<file path="src/rtl/am_demod_if.sv">
// ---------------------------------------------------------------------------
// am_demod_if -- sample-stream bundle for the AM demodulator.
//
// Signals
//   ammod_in    [7:0]          unsigned modulated sample, mid-scale 127 = zero
//   in_valid                   qualifies ammod_in for one cycle
//   phase_inc   [PHASE_W-1:0]  carrier phase step applied per accepted sample
//   demod_out   [7:0]          signed demodulated baseband
//   demod_valid                one-cycle strobe marking a new demod_out value
//
// Handshake: the stream has no ready. A sample is transferred on every clk
// rising edge where in_valid=1; the consumer never stalls the producer, and
// demod_valid is a pure strobe (no acknowledge). Holding data while valid is
// low carries no meaning.
//
// Modports
//   master : sample source / result sink (testbench or upstream logic)
//   slave  : the demodulator
// ---------------------------------------------------------------------------
interface am_demod_if #(
  parameter int PHASE_W = 10
);
  logic        [7:0]         ammod_in;
  logic                      in_valid;
  logic        [PHASE_W-1:0] phase_inc;
  logic signed [7:0]         demod_out;
  logic                      demod_valid;

  modport master (
    output ammod_in,
    output in_valid,
    output phase_inc,
    input  demod_out,
    input  demod_valid
  );

  modport slave (
    input  ammod_in,
    input  in_valid,
    input  phase_inc,
    output demod_out,
    output demod_valid
  );
endinterface

</file>
<file path="src/rtl/am_demod.sv">
// ---------------------------------------------------------------------------
// am_demod -- coherent AM demodulator.
//
// Each accepted sample is re-centred around zero, multiplied by a locally
// generated sine carrier, and low-pass filtered by an N-tap moving average
// (N = 2^AVG_LOG2). The averaged sum is scaled back to 8 bits.
//
// Pipeline (one register stage per row, 4 cycles input to output):
//   stage 1 : x = sat(ammod_in - 127), c = LUT[P top 8 bits], v1
//   stage 2 : p = x * c (16-bit full product), v2
//   stage 3 : circular buffer of N products, running sum S, fill count F
//   stage 4 : demod_out = sat(S >>> (AVG_LOG2+6)), demod_valid
//
// Ports
//   clk  : single clock, all registers on rising edge
//   rst  : synchronous active-high reset, clears every register
//   bus  : am_demod_if.slave (sample stream in, demodulated stream out)
//
// Handshake: a sample is taken on each edge with in_valid=1, there is no
// backpressure, and demod_valid is a one-cycle strobe. Cycles with
// in_valid=0 travel down the pipe as bubbles: every stage holds its data.
//
// The interface PHASE_W parameter must equal this module's PHASE_W.
// ---------------------------------------------------------------------------
module am_demod #(
  parameter int PHASE_W  = 10,
  parameter int AVG_LOG2 = 4
) (
  input  logic       clk,
  input  logic       rst,
  am_demod_if.slave  bus
);

  localparam int N      = 1 << AVG_LOG2;
  localparam int SUM_W  = 20;
  localparam int FILL_W = AVG_LOG2 + 1;
  // Divide by N for the average, by 128 to undo the carrier amplitude and
  // multiply by 2 to undo the 1/2 DSB mixing loss: net >>> (AVG_LOG2 + 6).
  localparam int SHIFT  = AVG_LOG2 + 6;
  localparam logic [FILL_W-1:0] FILL_MAX = FILL_W'(N);

  // -------------------------------------------------------------------------
  // Quarter-wave sine table: round(127*sin(2*pi*j/256)) for j = 0..64.
  // -------------------------------------------------------------------------
  function automatic logic [6:0] quarter_sin(input logic [6:0] j);
    logic [6:0] v;
    v = 7'd0;
    case (j)
      7'd0:  v = 7'd0;    7'd1:  v = 7'd3;    7'd2:  v = 7'd6;
      7'd3:  v = 7'd9;    7'd4:  v = 7'd12;   7'd5:  v = 7'd16;
      7'd6:  v = 7'd19;   7'd7:  v = 7'd22;   7'd8:  v = 7'd25;
      7'd9:  v = 7'd28;   7'd10: v = 7'd31;   7'd11: v = 7'd34;
      7'd12: v = 7'd37;   7'd13: v = 7'd40;   7'd14: v = 7'd43;
      7'd15: v = 7'd46;   7'd16: v = 7'd49;   7'd17: v = 7'd51;
      7'd18: v = 7'd54;   7'd19: v = 7'd57;   7'd20: v = 7'd60;
      7'd21: v = 7'd63;   7'd22: v = 7'd65;   7'd23: v = 7'd68;
      7'd24: v = 7'd71;   7'd25: v = 7'd73;   7'd26: v = 7'd76;
      7'd27: v = 7'd78;   7'd28: v = 7'd81;   7'd29: v = 7'd83;
      7'd30: v = 7'd85;   7'd31: v = 7'd88;   7'd32: v = 7'd90;
      7'd33: v = 7'd92;   7'd34: v = 7'd94;   7'd35: v = 7'd96;
      7'd36: v = 7'd98;   7'd37: v = 7'd100;  7'd38: v = 7'd102;
      7'd39: v = 7'd104;  7'd40: v = 7'd106;  7'd41: v = 7'd107;
      7'd42: v = 7'd109;  7'd43: v = 7'd111;  7'd44: v = 7'd112;
      7'd45: v = 7'd113;  7'd46: v = 7'd115;  7'd47: v = 7'd116;
      7'd48: v = 7'd117;  7'd49: v = 7'd118;  7'd50: v = 7'd120;
      7'd51: v = 7'd121;  7'd52: v = 7'd122;  7'd53: v = 7'd122;
      7'd54: v = 7'd123;  7'd55: v = 7'd124;  7'd56: v = 7'd125;
      7'd57: v = 7'd125;  7'd58: v = 7'd126;  7'd59: v = 7'd126;
      7'd60: v = 7'd126;  7'd61: v = 7'd127;  7'd62: v = 7'd127;
      7'd63: v = 7'd127;  7'd64: v = 7'd127;
      default: v = 7'd0;
    endcase
    return v;
  endfunction

  // Full 256-entry signed carrier built from the quarter table by symmetry:
  // quadrant bit 0 mirrors the index, quadrant bit 1 negates the value.
  function automatic logic signed [7:0] carrier_lut(input logic [7:0] idx);
    logic [6:0] j;
    logic [7:0] mag;
    j   = idx[6] ? (7'd64 - {1'b0, idx[5:0]}) : {1'b0, idx[5:0]};
    mag = {1'b0, quarter_sin(j)};
    return idx[7] ? 8'(8'd0 - mag) : mag;
  endfunction

  // -------------------------------------------------------------------------
  // State
  // -------------------------------------------------------------------------
  logic        [PHASE_W-1:0] phase_q, phase_d;
  logic signed [7:0]         x_q, x_d;
  logic signed [7:0]         c_q, c_d;
  logic                      v1_q, v1_d;
  logic signed [15:0]        p_q, p_d;
  logic                      v2_q, v2_d;
  logic signed [15:0]        buf_q [N];
  logic signed [15:0]        buf_d [N];
  logic        [AVG_LOG2-1:0] wptr_q, wptr_d;
  logic signed [SUM_W-1:0]   s_q, s_d;
  logic        [FILL_W-1:0]  fill_q, fill_d;
  logic                      v3_q, v3_d;
  logic signed [7:0]         out_q, out_d;
  logic                      out_valid_q, out_valid_d;

  // -------------------------------------------------------------------------
  // Stage 1 helpers: re-centre sample, look up carrier for current phase
  // -------------------------------------------------------------------------
  logic [8:0]                diff;
  logic signed [7:0]         x_sat;
  logic signed [7:0]         carrier;

  always_comb begin
    diff = {1'b0, bus.ammod_in} - 9'd127;
    // Range is -127..128; only +128 overflows the 8-bit signed result.
    if (!diff[8] && diff[7]) begin
      x_sat = 8'sd127;
    end else begin
      x_sat = diff[7:0];
    end
    // The pre-update phase drives the carrier paired with this sample.
    carrier = carrier_lut(phase_q[PHASE_W-1 -: 8]);
  end

  // -------------------------------------------------------------------------
  // Stage 2/3/4 helpers
  // -------------------------------------------------------------------------
  logic signed [15:0]      product;
  logic signed [SUM_W-1:0] p_ext;
  logic signed [SUM_W-1:0] old_ext;
  logic signed [SUM_W-1:0] scaled;
  logic signed [7:0]       out_sat;

  always_comb begin
    product = x_q * c_q;
    p_ext   = {{(SUM_W-16){p_q[15]}}, p_q};
    old_ext = {{(SUM_W-16){buf_q[wptr_q][15]}}, buf_q[wptr_q]};
    scaled  = s_q >>> SHIFT;
    if (scaled > 20'sd127) begin
      out_sat = 8'sd127;
    end else if (scaled < -20'sd128) begin
      out_sat = -8'sd128;
    end else begin
      out_sat = scaled[7:0];
    end
  end

  // -------------------------------------------------------------------------
  // Next-state logic
  // -------------------------------------------------------------------------
  always_comb begin
    phase_d     = phase_q;
    x_d         = x_q;
    c_d         = c_q;
    v1_d        = bus.in_valid;
    p_d         = p_q;
    v2_d        = v1_q;
    buf_d       = buf_q;
    wptr_d      = wptr_q;
    s_d         = s_q;
    fill_d      = fill_q;
    v3_d        = v2_q;
    out_d       = out_q;
    out_valid_d = 1'b0;

    // Stage 1
    if (bus.in_valid) begin
      phase_d = phase_q + bus.phase_inc;
      x_d     = x_sat;
      c_d     = carrier;
    end

    // Stage 2
    if (v1_q) begin
      p_d = product;
    end

    // Stage 3: replace the oldest product and adjust the sum by the delta,
    // so S always equals the sum of the buffer contents.
    if (v2_q) begin
      buf_d[wptr_q] = p_q;
      wptr_d        = wptr_q + 1'b1;
      s_d           = s_q + p_ext - old_ext;
      if (fill_q != FILL_MAX) begin
        fill_d = fill_q + 1'b1;
      end
    end

    // Stage 4: reads the sum written by the previous stage-3 update.
    if (v3_q) begin
      out_d       = out_sat;
      out_valid_d = (fill_q == FILL_MAX);
    end
  end

  // -------------------------------------------------------------------------
  // Registers
  // -------------------------------------------------------------------------
  always_ff @(posedge clk) begin
    if (rst) begin
      phase_q     <= '0;
      x_q         <= '0;
      c_q         <= '0;
      v1_q        <= 1'b0;
      p_q         <= '0;
      v2_q        <= 1'b0;
      for (int i = 0; i < N; i++) begin
        buf_q[i] <= '0;
      end
      wptr_q      <= '0;
      s_q         <= '0;
      fill_q      <= '0;
      v3_q        <= 1'b0;
      out_q       <= '0;
      out_valid_q <= 1'b0;
    end else begin
      phase_q     <= phase_d;
      x_q         <= x_d;
      c_q         <= c_d;
      v1_q        <= v1_d;
      p_q         <= p_d;
      v2_q        <= v2_d;
      for (int i = 0; i < N; i++) begin
        buf_q[i] <= buf_d[i];
      end
      wptr_q      <= wptr_d;
      s_q         <= s_d;
      fill_q      <= fill_d;
      v3_q        <= v3_d;
      out_q       <= out_d;
      out_valid_q <= out_valid_d;
    end
  end

  assign bus.demod_out   = out_q;
  assign bus.demod_valid = out_valid_q;

endmodule

</file>
<file path="src/flat_wrapper.sv">
// flat-port wrapper written by rule: the top's interface ports become plain ports
module am_demod_flat 
#(
  parameter int PHASE_W  = 10,
  parameter int AVG_LOG2 = 4
)
  (clk, rst, bus_ammod_in, bus_in_valid, bus_phase_inc, bus_demod_out, bus_demod_valid);
  am_demod_if #(.PHASE_W(PHASE_W)) bus_i ();
  input  logic clk;
  input  logic rst;
  input wire logic [$bits(bus_i.ammod_in)-1:0] bus_ammod_in;
  input wire logic [$bits(bus_i.in_valid)-1:0] bus_in_valid;
  input wire logic [$bits(bus_i.phase_inc)-1:0] bus_phase_inc;
  output wire logic [$bits(bus_i.demod_out)-1:0] bus_demod_out;
  output wire logic [$bits(bus_i.demod_valid)-1:0] bus_demod_valid;
  assign bus_i.ammod_in = bus_ammod_in;
  assign bus_i.in_valid = bus_in_valid;
  assign bus_i.phase_inc = bus_phase_inc;
  assign bus_demod_out = bus_i.demod_out;
  assign bus_demod_valid = bus_i.demod_valid;
  am_demod #(.PHASE_W(PHASE_W), .AVG_LOG2(AVG_LOG2)) u_core (.clk(clk), .rst(rst), .bus(bus_i));
endmodule
</file>
<file path="config.mk">
export PLATFORM = sky130hd
export DESIGN_NAME = am_demod_flat
export DESIGN_NICKNAME = d
export VERILOG_FILES = /design/src/rtl/am_demod_if.sv /design/src/rtl/am_demod.sv /design/src/flat_wrapper.sv
export SDC_FILE = /design/constraint.sdc
export NUM_CORES = 1
export LEC_CHECK = 0
export ABC_AREA = 1
export BUFFER_PORTS_ARGS = -buffer_cell sky130_fd_sc_hd__buf_2
export CAP_MARGIN = 10
export CORE_MARGIN = 1.5
export CORE_UTILIZATION = 45
export DETAILED_ROUTE_END_ITERATION = 16
export PLACE_DENSITY = 0.62
export SLEW_MARGIN = 20
export SYNTH_ARGS = -nofsm -noshare
export SYNTH_HDL_FRONTEND = slang
export SYNTH_SLANG_ARGS = --single-unit
</file>
<file path="constraint.sdc">
create_clock -name clk -period 8.75 [get_ports clk]
set_clock_uncertainty 0.05 [all_clocks]
set_input_delay 1.75 -clock clk [delete_from_list [all_inputs] [get_ports clk]]
set_output_delay 1.75 -clock clk [all_outputs]
set_load 0.02 [all_outputs]
</file>
==> out/qor.yml, run 1 <==
layout.cells.non_filler: 3031
fin_ws_ns: 3.135
cts_sinks: 339
ys_seq_area_frac: 0.3595
synth.distinct_cells: 49
vdd_ir_drop_max_uv: 114.8
yosys_warnings: 0
hold_depth: 2
maxCapViolCount: 0
rows: 74
crit_family: "compound AO/OA/AOI/OAI gates"
vias_per_cell: 5.533
path_depth: 21
yosys.area_share.simple: 0.1427
cts_root_buf: "clkbuf_16"
worstSetupEndpointType: "flop"
min_path_type: "flop to flop"
finalHoldViolCount: 0
die_h_um: 207.8
synth_top_family_by_area: "compound AO/OA/AOI/OAI gates"
rsz0062_at_grt: "no"
antenna_found_initial: 0
finalSetupViolations: 0
drive_above_1_share: 0.06803
place_congestion: 0.9174
dr_total_vias: 16770
critPathSlowestCell: "clkinv_2"
synth_compound_area_frac: 0.2488
path_common_cell: "nand2_1"
numCtsBuffers: 39
drc_errors: 0
max_stage_delay_ns: 0.87
yosysTopAreaCell: "dfxtp_1"
synthCells: 2564
dp.cells: 2964
p_leak_nw: 9.135
drt-initial-drc-count: 1338
final_util: 0.4963
clockBufferDepth: 3
path_class: "flop to flop"
placed_cell_area_um2: 19220
grt_max_degree: 152
grt_overflow_total: 0
nNetsFinal: 2642
grt_pass1_wl_um: 85040
critPathBufInv: 2
crit_chain: "clkinv_2 > o21ai_0 > o22ai_1 > a22o_1 > a221oi_1 > fa_1 > ha_1 > a21oi_1 > o21ai_0 > nand2_1 > nand2_1 > nand2_1 > nand2_1 > nand3_1 > nand2_1 > a21oi_1 > o21ai_0 > or2_2 > nand3_1 > nand2_1 > inv_1"
routed_wl_um: 52810
r2r_cells: 21
ant_nets: 0
status: "complete, no violations"
pre_cts_slack_ns: 3.278
cts_tree: "yes"
yosysMostFrequentCell: "o21ai_0"
firstDrtPassIters: 5
synth_fa_ha_area_frac: 0.1279
cts_setup_buffers: 0
die_area_um2: 43190
startpoint_type: "flop"
synth_nets: 2733
worst_pin_slew_ns: 1.114
cts-resized-gates: 0
fin_setup_tns_ns: 0
htreeDepth: 2
total_power_mw: 4.132
synth-xor-area-share: 0.02180
synth.area.top_cells: "dfxtp_1 (36%), o21ai_0 (12%), a21oi_1 (9.1%)"
cp_max_fo: 67
fin_crit_sh: 0.6417
fillers: 4118
syn2layout_area_growth_pct: 8.072
synth.cells.most_frequent: "o21ai_0 (467), a21oi_1 (345), dfxtp_1 (339)"
dp_hpwl_um: 33010
netlist_area_um2: 18880
portBuffers: 29
chipWidth_um: 207.8
start_util: 0.4592
drv_slew: 0
synth_edf_count: 0
final_area_um2: 20400
hold-worst-slack_ns: 0.4146
coreArea_um2: 41110
ctsHoldBuffers: 0
maxSlewHeadroom: 0.2572
grt_pass1_vias: 15770
critical_path_arrival_ns: 6.06
synth_top_flop_cell: "dfxtp_1"
yosysTopAreaCellShare: 0.3595
synth_mux_area_frac: 0
insertion_delay_ns: 0.56
synthArstFlopShare: 0
ys_seq_elements: 339
track_usage: 0.2446
clk_pin_slew_ns: 0.06
io_pins: 30
powerDensity_nw_per_um2: 202.5
cp_data_required_time_ns: 9.19
wl_per_cell_um: 17.42
diodes: 0
avgSynthCellArea_um2: 7.363
period_minus_slack_ns: 5.615
max_freq_mhz: 178.1
## worst paths after layout
check / start / endpoint / slack [ns]
setup / recovery: u_core.wptr_q[0] / u_core.s_q[16] / 3.14
hold / removal: u_core.bus.demod_out[4] / u_core.bus.demod_out[4] / 0.41
setup reg to reg: u_core.wptr_q[0] / u_core.s_q[16] / 3.14
hold reg to reg: u_core.bus.demod_out[4] / u_core.bus.demod_out[4] / 0.41
## worst min-delay path, cell delays in order (launching register included)
cell     delay, ns
dfxtp_1       0.30
nand2_1       0.06
a21oi_1       0.06
## cells by family (layout without fill, tap and decap cells)
group / after synthesis / count (layout)
buffers and inverters: 488 / 423
flip-flops: 339 / 339
AND/OR/NAND/NOR: 635 / 635
XOR/XNOR: 47 / 47
adder cells (fa/ha/maj): 148 / 148
AO/OA/AOI/OAI: 907 / 907
## per-layer routing
layer	global-route usage	vias to the layer above	part of all wire
li1	-	8320	-
met5	0	-	0
met1	0.3206	7864	0.44
met3	0.03101	118	0.056
met2	0.4096	469	0.47
met4	0.09665	0	0.038
## flip-flops by register name, summed over array words and instances (netlist names)
register	count
u_core.buf_q	256
u_core.s_q	20
u_core.p_q	16
u_core.phase_q	10
u_core.bus.demod_out	8
u_core.c_q	8
u_core.x_q	8
u_core.fill_q	5
u_core.wptr_q	4
u_core.bus.demod_valid	1
u_core.v1_q	1
u_core.v2_q	1
u_core.v3_q	1
## power breakdown
part | switching (mW) | total, mW | internal, mW
Sequential | 0.0524 | 1.63 | 1.58
Clock | 0.654 | 1.55 | 0.891
Combinational | 0.620 | 0.956 | 0.336
## layout by cell type (no fill, tap or decap), types with 4 or more instances in the layout
| master | netlist | layout |
|---|---|---|
| a21oi_1 | 345 | 345 |
| a221oi_1 | 5 | 5 |
| buf_2 | 5 | 29 |
| buf_4 | 3 | 23 |
| clkbuf_1 | 168 | 15 |
| clkbuf_16 | 0 | 39 |
| clkbuf_8 | 0 | 4 |
| clkinv_1 | 17 | 17 |
| dfxtp_1 | 339 | 337 |
| fa_1 | 75 | 75 |
| ha_1 | 73 | 73 |
| inv_1 | 277 | 274 |
| inv_2 | 10 | 11 |
| inv_6 | 0 | 5 |
| nand2_1 | 284 | 284 |
| nand2_2 | 12 | 12 |
| nand3_1 | 51 | 51 |
| nand3_2 | 7 | 7 |
| nand4_1 | 22 | 22 |
| nor2_1 | 217 | 201 |
| nor2_2 | 5 | 12 |
| nor2_4 | 1 | 10 |
| nor3_1 | 23 | 23 |
| o211ai_1 | 5 | 5 |
| o21ai_0 | 467 | 467 |
| o21ai_1 | 5 | 5 |
| o22ai_1 | 64 | 64 |
| xnor2_1 | 17 | 17 |
| xor2_1 | 30 | 30 |
## final cells by class
class                   instances  area [um2]  area share
clock buffers                  58        1087     0.05329
clock inverters                 9       91.34    0.004477
inverters                     304        1147     0.05623
multi-input cells            1737       10300      0.5049
flip-flops and latches        339        6792      0.3329
well taps                     532       665.6     0.03262
repair buffers                 52       317.8     0.01558
No activity file was read; power rests on OpenSTA's default activity.
==> run 2, diff against run 1 <==
--- a/config.mk
+++ b/config.mk
@@ -11,7 +11,7 @@
 export CORE_MARGIN = 1.5
 export CORE_UTILIZATION = 45
 export DETAILED_ROUTE_END_ITERATION = 16
-export PLACE_DENSITY = 0.62
+export PLACE_DENSITY = 0.65
 export SLEW_MARGIN = 20
 export SYNTH_ARGS = -nofsm -noshare
 export SYNTH_HDL_FRONTEND = slang
==> constraint.sdc (replaced) <==
create_clock -name clk -period 5.15 [get_ports clk]
set_clock_uncertainty 0.05 [all_clocks]
set_input_delay 1.03 -clock clk [delete_from_list [all_inputs] [get_ports clk]]
set_output_delay 1.03 -clock clk [all_outputs]
set_load 0.02 [all_outputs]
==> out/qor.yml, run 2 (same netlist as run 1, synthesis figures left out) <==
status: "complete, no violations"
numCtsBuffers: 39
cts_root_buf: "clkbuf_16"
drv_slew: 0
syn2layout_area_growth_pct: 9.504
vdd_ir_drop_max_uv: 268.5
dp_hpwl_um: 32930
seqCellArea_um2: 6792
diodes: 0
grt_overflow_total: 0
min_path_type: "flop to flop"
reg_top3: "u_core.buf_q: 256 flops, u_core.s_q: 20 flops, u_core.p_q: 16 flops"
final_cell_mix: "o21ai_0 (467), a21oi_1 (345), dfxtp_1 (337), nand2_1 (284), inv_1 (274)"
cts-resized-gates: 0
finalHoldViolCount: 0
hold-worst-slack_ns: 0.4199
maxCapViolCount: 0
cts_setup_buffers: 0
rows: 74
ff2ff_setup_slack_ns: 0.29
cts_tree: "yes"
final_area_um2: 20670
firstDrtPassIters: 5
drive_above_1_share: 0.07857
largest_register_ffs: 256
cts_sinks: 339
maxSlewHeadroom: 0.3293
cp_max_fo: 7
period_minus_slack_ns: 4.856
min_from: "u_core.bus.demod_out[6]"
nNetsFinal: 2665
clockBufferDepth: 3
hold_end: "u_core.bus.demod_out[6]"
finalSetupViolations: 0
max_freq_mhz: 205.9
fillers: 3973
track_usage: 0.2376
die_h_um: 207.8
powerDensity_nw_per_um2: 343.3
grt_pass1_wl_um: 83650
startpoint_type: "flop"
drc_errors: 0
total_power_mw: 7.097
placed_cell_area_um2: 19440
mostFrequentLayoutCell: "o21ai_0"
fin_crit_sh: 0.9429
place_congestion: 0.8529
critical_path_arrival_ns: 5.25
wl_per_cell_um: 16.89
die_area_um2: 43190
path_class: "flop to flop"
ant_nets: 0
drt-initial-drc-count: 1510
antenna_found_initial: 0
p_leak_nw: 9.298
rsz0062_at_grt: "no"
r2r_cells: 18
ctsHoldBuffers: 0
io_pins: 30
clk_pin_slew_ns: 0.05
htreeDepth: 2
insertion_delay_ns: 0.56
fin_setup_tns_ns: 0
chipWidth_um: 207.8
coreArea_um2: 41110
dr_total_vias: 16780
r2r_start: "u_core.c_q[7]"
start_util: 0.4592
cp_data_required_time_ns: 5.54
vias_per_cell: 5.498
grt_max_degree: 146
final_util: 0.5029
routed_wl_um: 51550
r2r_end: "u_core.p_q[14]"
hold_depth: 2
grt_pass1_vias: 15760
multiInputGateArea_um2: 10300
regMostFlops: "u_core.buf_q"
worst_pin_slew_ns: 1.006
worstSetupEndpointType: "flop"
portBuffers: 29
==> run 2: cell types whose count changed in the layout (fill, tap and decap cells not counted), sizes merged <==
| cell | delta |
|---|---|
| inv | -1 |
| clkbuf | -7 |
| clkinv | +5 |
| bufinv | +1 |
| buf | +23 |
==> run 2: critical path: stages (launching register included) <==
cell and delay (ns):
dfxtp_1 0.49, nand2_1 0.13, fa_1 0.51, fa_1 0.54, inv_1 0.06, fa_1 0.53, inv_1 0.05, fa_1 0.53
inv_1 0.05, ha_1 0.37, nand2_1 0.07, o21ai_0 0.30, a31oi_1 0.18, o21ai_0 0.30, a21oi_1 0.10, o21ai_0 0.20
xor2_1 0.08, o21ai_0 0.16, inv_1 0.06
==> run 2: worst max path at each step <==
stage                        startpoint             end  slack, ns
after floorplan           u_core.c_q[6]  u_core.p_q[14]       0.61
after global placement    u_core.c_q[7]  u_core.p_q[14]       0.31
after detailed placement  u_core.c_q[7]  u_core.p_q[14]       0.30
after CTS                 u_core.c_q[7]  u_core.p_q[14]       0.29
after global routing      u_core.c_q[7]  u_core.p_q[14]     0.0003
final                     u_core.c_q[7]  u_core.p_q[14]       0.29
==> run 2: per-stage QoR <==
stage               setup slack, ns  cells
finish                       0.2940   3052
global route              0.0002864   3052
detailed placement           0.3030   2987
CTS                          0.2942   3052
global placement             0.3149   2987
floorplan                    0.6135   2564
==> run 2: layout make-up <==
cell class	count	share of cell area
repair buffers	75	0.02615
well taps	532	0.03220
flip-flops and latches	339	0.3285
multi-input cells	1737	0.4981
inverters	304	0.05550
clock inverters	14	0.008231
clock buffers	51	0.05132
==> run 2: power by group <==
group          switching, mW  internal, mW
sequential            0.0549          2.68
clock                   1.13          1.56
combinational           1.08         0.588
==> run 2: per-layer routing <==
| metal | track usage | share of wire |
|---|---|---|
| met5 | 0 | 0 |
| met4 | 0.08709 | 0.031 |
| met3 | 0.02799 | 0.051 |
| met2 | 0.3984 | 0.47 |
| met1 | 0.3149 | 0.45 |
==> run 3, diff against run 2 <==
--- a/config.mk
+++ b/config.mk
@@ -6,12 +6,12 @@
 export NUM_CORES = 1
 export LEC_CHECK = 0
 export ABC_AREA = 1
-export BUFFER_PORTS_ARGS = -buffer_cell sky130_fd_sc_hd__buf_2
+export BUFFER_PORTS_ARGS = -buffer_cell sky130_fd_sc_hd__buf_4
 export CAP_MARGIN = 10
 export CORE_MARGIN = 1.5
-export CORE_UTILIZATION = 45
+export CORE_UTILIZATION = 40
 export DETAILED_ROUTE_END_ITERATION = 16
-export PLACE_DENSITY = 0.65
+export PLACE_DENSITY = 0.59
 export SLEW_MARGIN = 20
 export SYNTH_ARGS = -nofsm -noshare
 export SYNTH_HDL_FRONTEND = slang
==> out/qor.yml, run 3 (same netlist as run 1, synthesis figures left out) <==
status: "complete, no violations"
track_usage: 0.2199
critPathBufInv: 4
insertion_delay_ns: 0.59
p_sw_frac: 0.3116
max_freq_mhz: 211.8
grt_pass1_wl_um: 84680
cp_max_fo: 7
htreeDepth: 2
vias_per_cell: 5.363
powerDensity_nw_per_um2: 359.2
startpoint_type: "flop"
cts_sinks: 339
internal_power_mw: 5.202
vdd_ir_drop_max_uv: 310.3
cts_tree: "yes"
diodes: 0
dp_hpwl_um: 33680
syn2layout_area_growth_pct: 11.43
firstDrtPassIters: 5
portBuffers: 29
rsz0062_at_grt: "no"
regMostFlops: "u_core.buf_q"
crit_chain: "inv_1 > nor2_1 > fa_1 > fa_1 > fa_1 > inv_1 > fa_1 > inv_1 > ha_1 > a21oi_1 > o21ai_0 > a21oi_1 > nor2_1 > o21ai_0 > nand2_1 > nand2_1 > nand2_1 > nand2_1 > a21oi_1 > o21ai_0 > inv_1"
grt_pass1_vias: 15840
clk_pin_slew_ns: 0.06
rows: 79
grt_max_degree: 177
pre_cts_slack_ns: 0.3276
place_congestion: 0.8365
cp_data_required_time_ns: 5.55
nNetsFinal: 2662
antenna_found_initial: 0
final_cell_mix: "o21ai_0 (465), a21oi_1 (345), dfxtp_1 (337), nand2_1 (284), inv_1 (274)"
io_pins: 30
numCtsBuffers: 40
worst_pin_slew_ns: 0.9726
drive_above_1_share: 0.08162
max_stage_delay_ns: 0.54
maxSlewHeadroom: 0.3501
finalSetupViolations: 0
start_util: 0.4055
p_seq_frac: 0.363
switchingPower_mw: 2.355
dr_total_vias: 16790
coreArea_um2: 46560
fillers: 4597
drv_slew: 0
clkPwrFrac: 0.416
critical_path_arrival_ns: 5.12
p_leak_nw: 9.414
maxCapViolCount: 0
worstSetupEndpointType: "flop"
ant_nets: 0
chipWidth_um: 220.3
routed_wl_um: 52820
ctsHoldBuffers: 0
reg_top3: "u_core.buf_q: 256 flops, u_core.s_q: 20 flops, u_core.p_q: 16 flops"
drc_errors: 0
fin_setup_tns_ns: 0
largest_register_ffs: 256
grt_overflow_total: 0
period_minus_slack_ns: 4.720
wl_per_cell_um: 16.87
fin_ws_ns: 0.4296
path_class: "flop to flop"
min_path_type: "flop to flop"
clockBufferDepth: 3
pwr-share-comb: 0.221
drt-initial-drc-count: 1201
cts_root_buf: "clkbuf_16"
mostFrequentLayoutCell: "o21ai_0"
die_h_um: 220.3
fin_crit_sh: 0.9166
critPathSlowestCell: "fa_1"
finalHoldViolCount: 0
crit_family: "adder cells"
die_area_um2: 48510
hold-worst-slack_ns: 0.4235
[run 3: metrics by stage]
stage	utilization	power [mW]	cells	area [um2]
2_1_floorplan	-	4.074	2564	18880
3_3_place_gp	0.4202	4.442	3058	19560
3_5_place_dp	0.4202	4.464	3058	19560
4_1_cts	0.4518	7.609	3131	21030
5_1_grt	0.4519	7.958	3131	21040
6_report	0.4519	7.557	3131	21040
[run 3: final cells by class]
type | instances | area (um2) | area share
timing repair buffer | 71 | 570.5 | 0.02712
clock buffer | 50 | 1099 | 0.05222
sequential | 339 | 6792 | 0.3228
clock inverter | 23 | 374.1 | 0.01778
tap | 607 | 759.5 | 0.03610
inverter | 304 | 1150 | 0.05466
multi-input combinational | 1737 | 10290 | 0.4893
[run 3: final timing paths]
kind / from / end / slack [ns] / cells past startpoint
setup / recovery: u_core.c_q[7] / u_core.p_q[15] / 0.43 / 21
hold / removal: u_core.bus.demod_out[5] / u_core.bus.demod_out[5] / 0.42 / 2
setup reg to reg: u_core.c_q[7] / u_core.p_q[15] / 0.43 / 21
hold reg to reg: u_core.bus.demod_out[5] / u_core.bus.demod_out[5] / 0.42 / 2
[run 3: routing by layer]
| metal | vias to the layer above | GRT usage | part of all wire |
|---|---|---|---|
| li1 | 8361 | - | - |
| met1 | 7922 | 0.2902 | 0.45 |
| met2 | 416 | 0.3614 | 0.46 |
| met3 | 92 | 0.02887 | 0.050 |
| met4 | 0 | 0.09252 | 0.036 |
| met5 | - | 0 | 0 |
[run 3: power groups by stage]
stage               combinational (mW)  sequential [mW]  clock (mW)
floorplan                         1.31             2.76           0
global placement                  1.65             2.79           0
detailed placement                1.67             2.80           0
CTS                               1.68             2.74        3.19
global route                      1.91             2.75        3.30
finish                            1.67             2.74        3.14
[run 3: worst register-to-register path, cell delays in order (launching register included)]
cell     delay [ns]
dfxtp_1        0.47
inv_1          0.13
nor2_1         0.19
fa_1           0.45
fa_1           0.52
fa_1           0.54
inv_1          0.05
fa_1           0.52
inv_1          0.04
ha_1           0.35
a21oi_1        0.21
o21ai_0        0.11
a21oi_1        0.21
nor2_1         0.07
o21ai_0        0.14
nand2_1        0.10
nand2_1        0.06
nand2_1        0.04
nand2_1        0.07
a21oi_1        0.07
o21ai_0        0.17
inv_1          0.05
[run 3: what timing repair did]
item | CTS | global route
setup endpoints to repair | 0 | 1
buffers inserted | 0 | 0
resized for setup | 0 | 2
hold endpoints to repair | 0 | 0
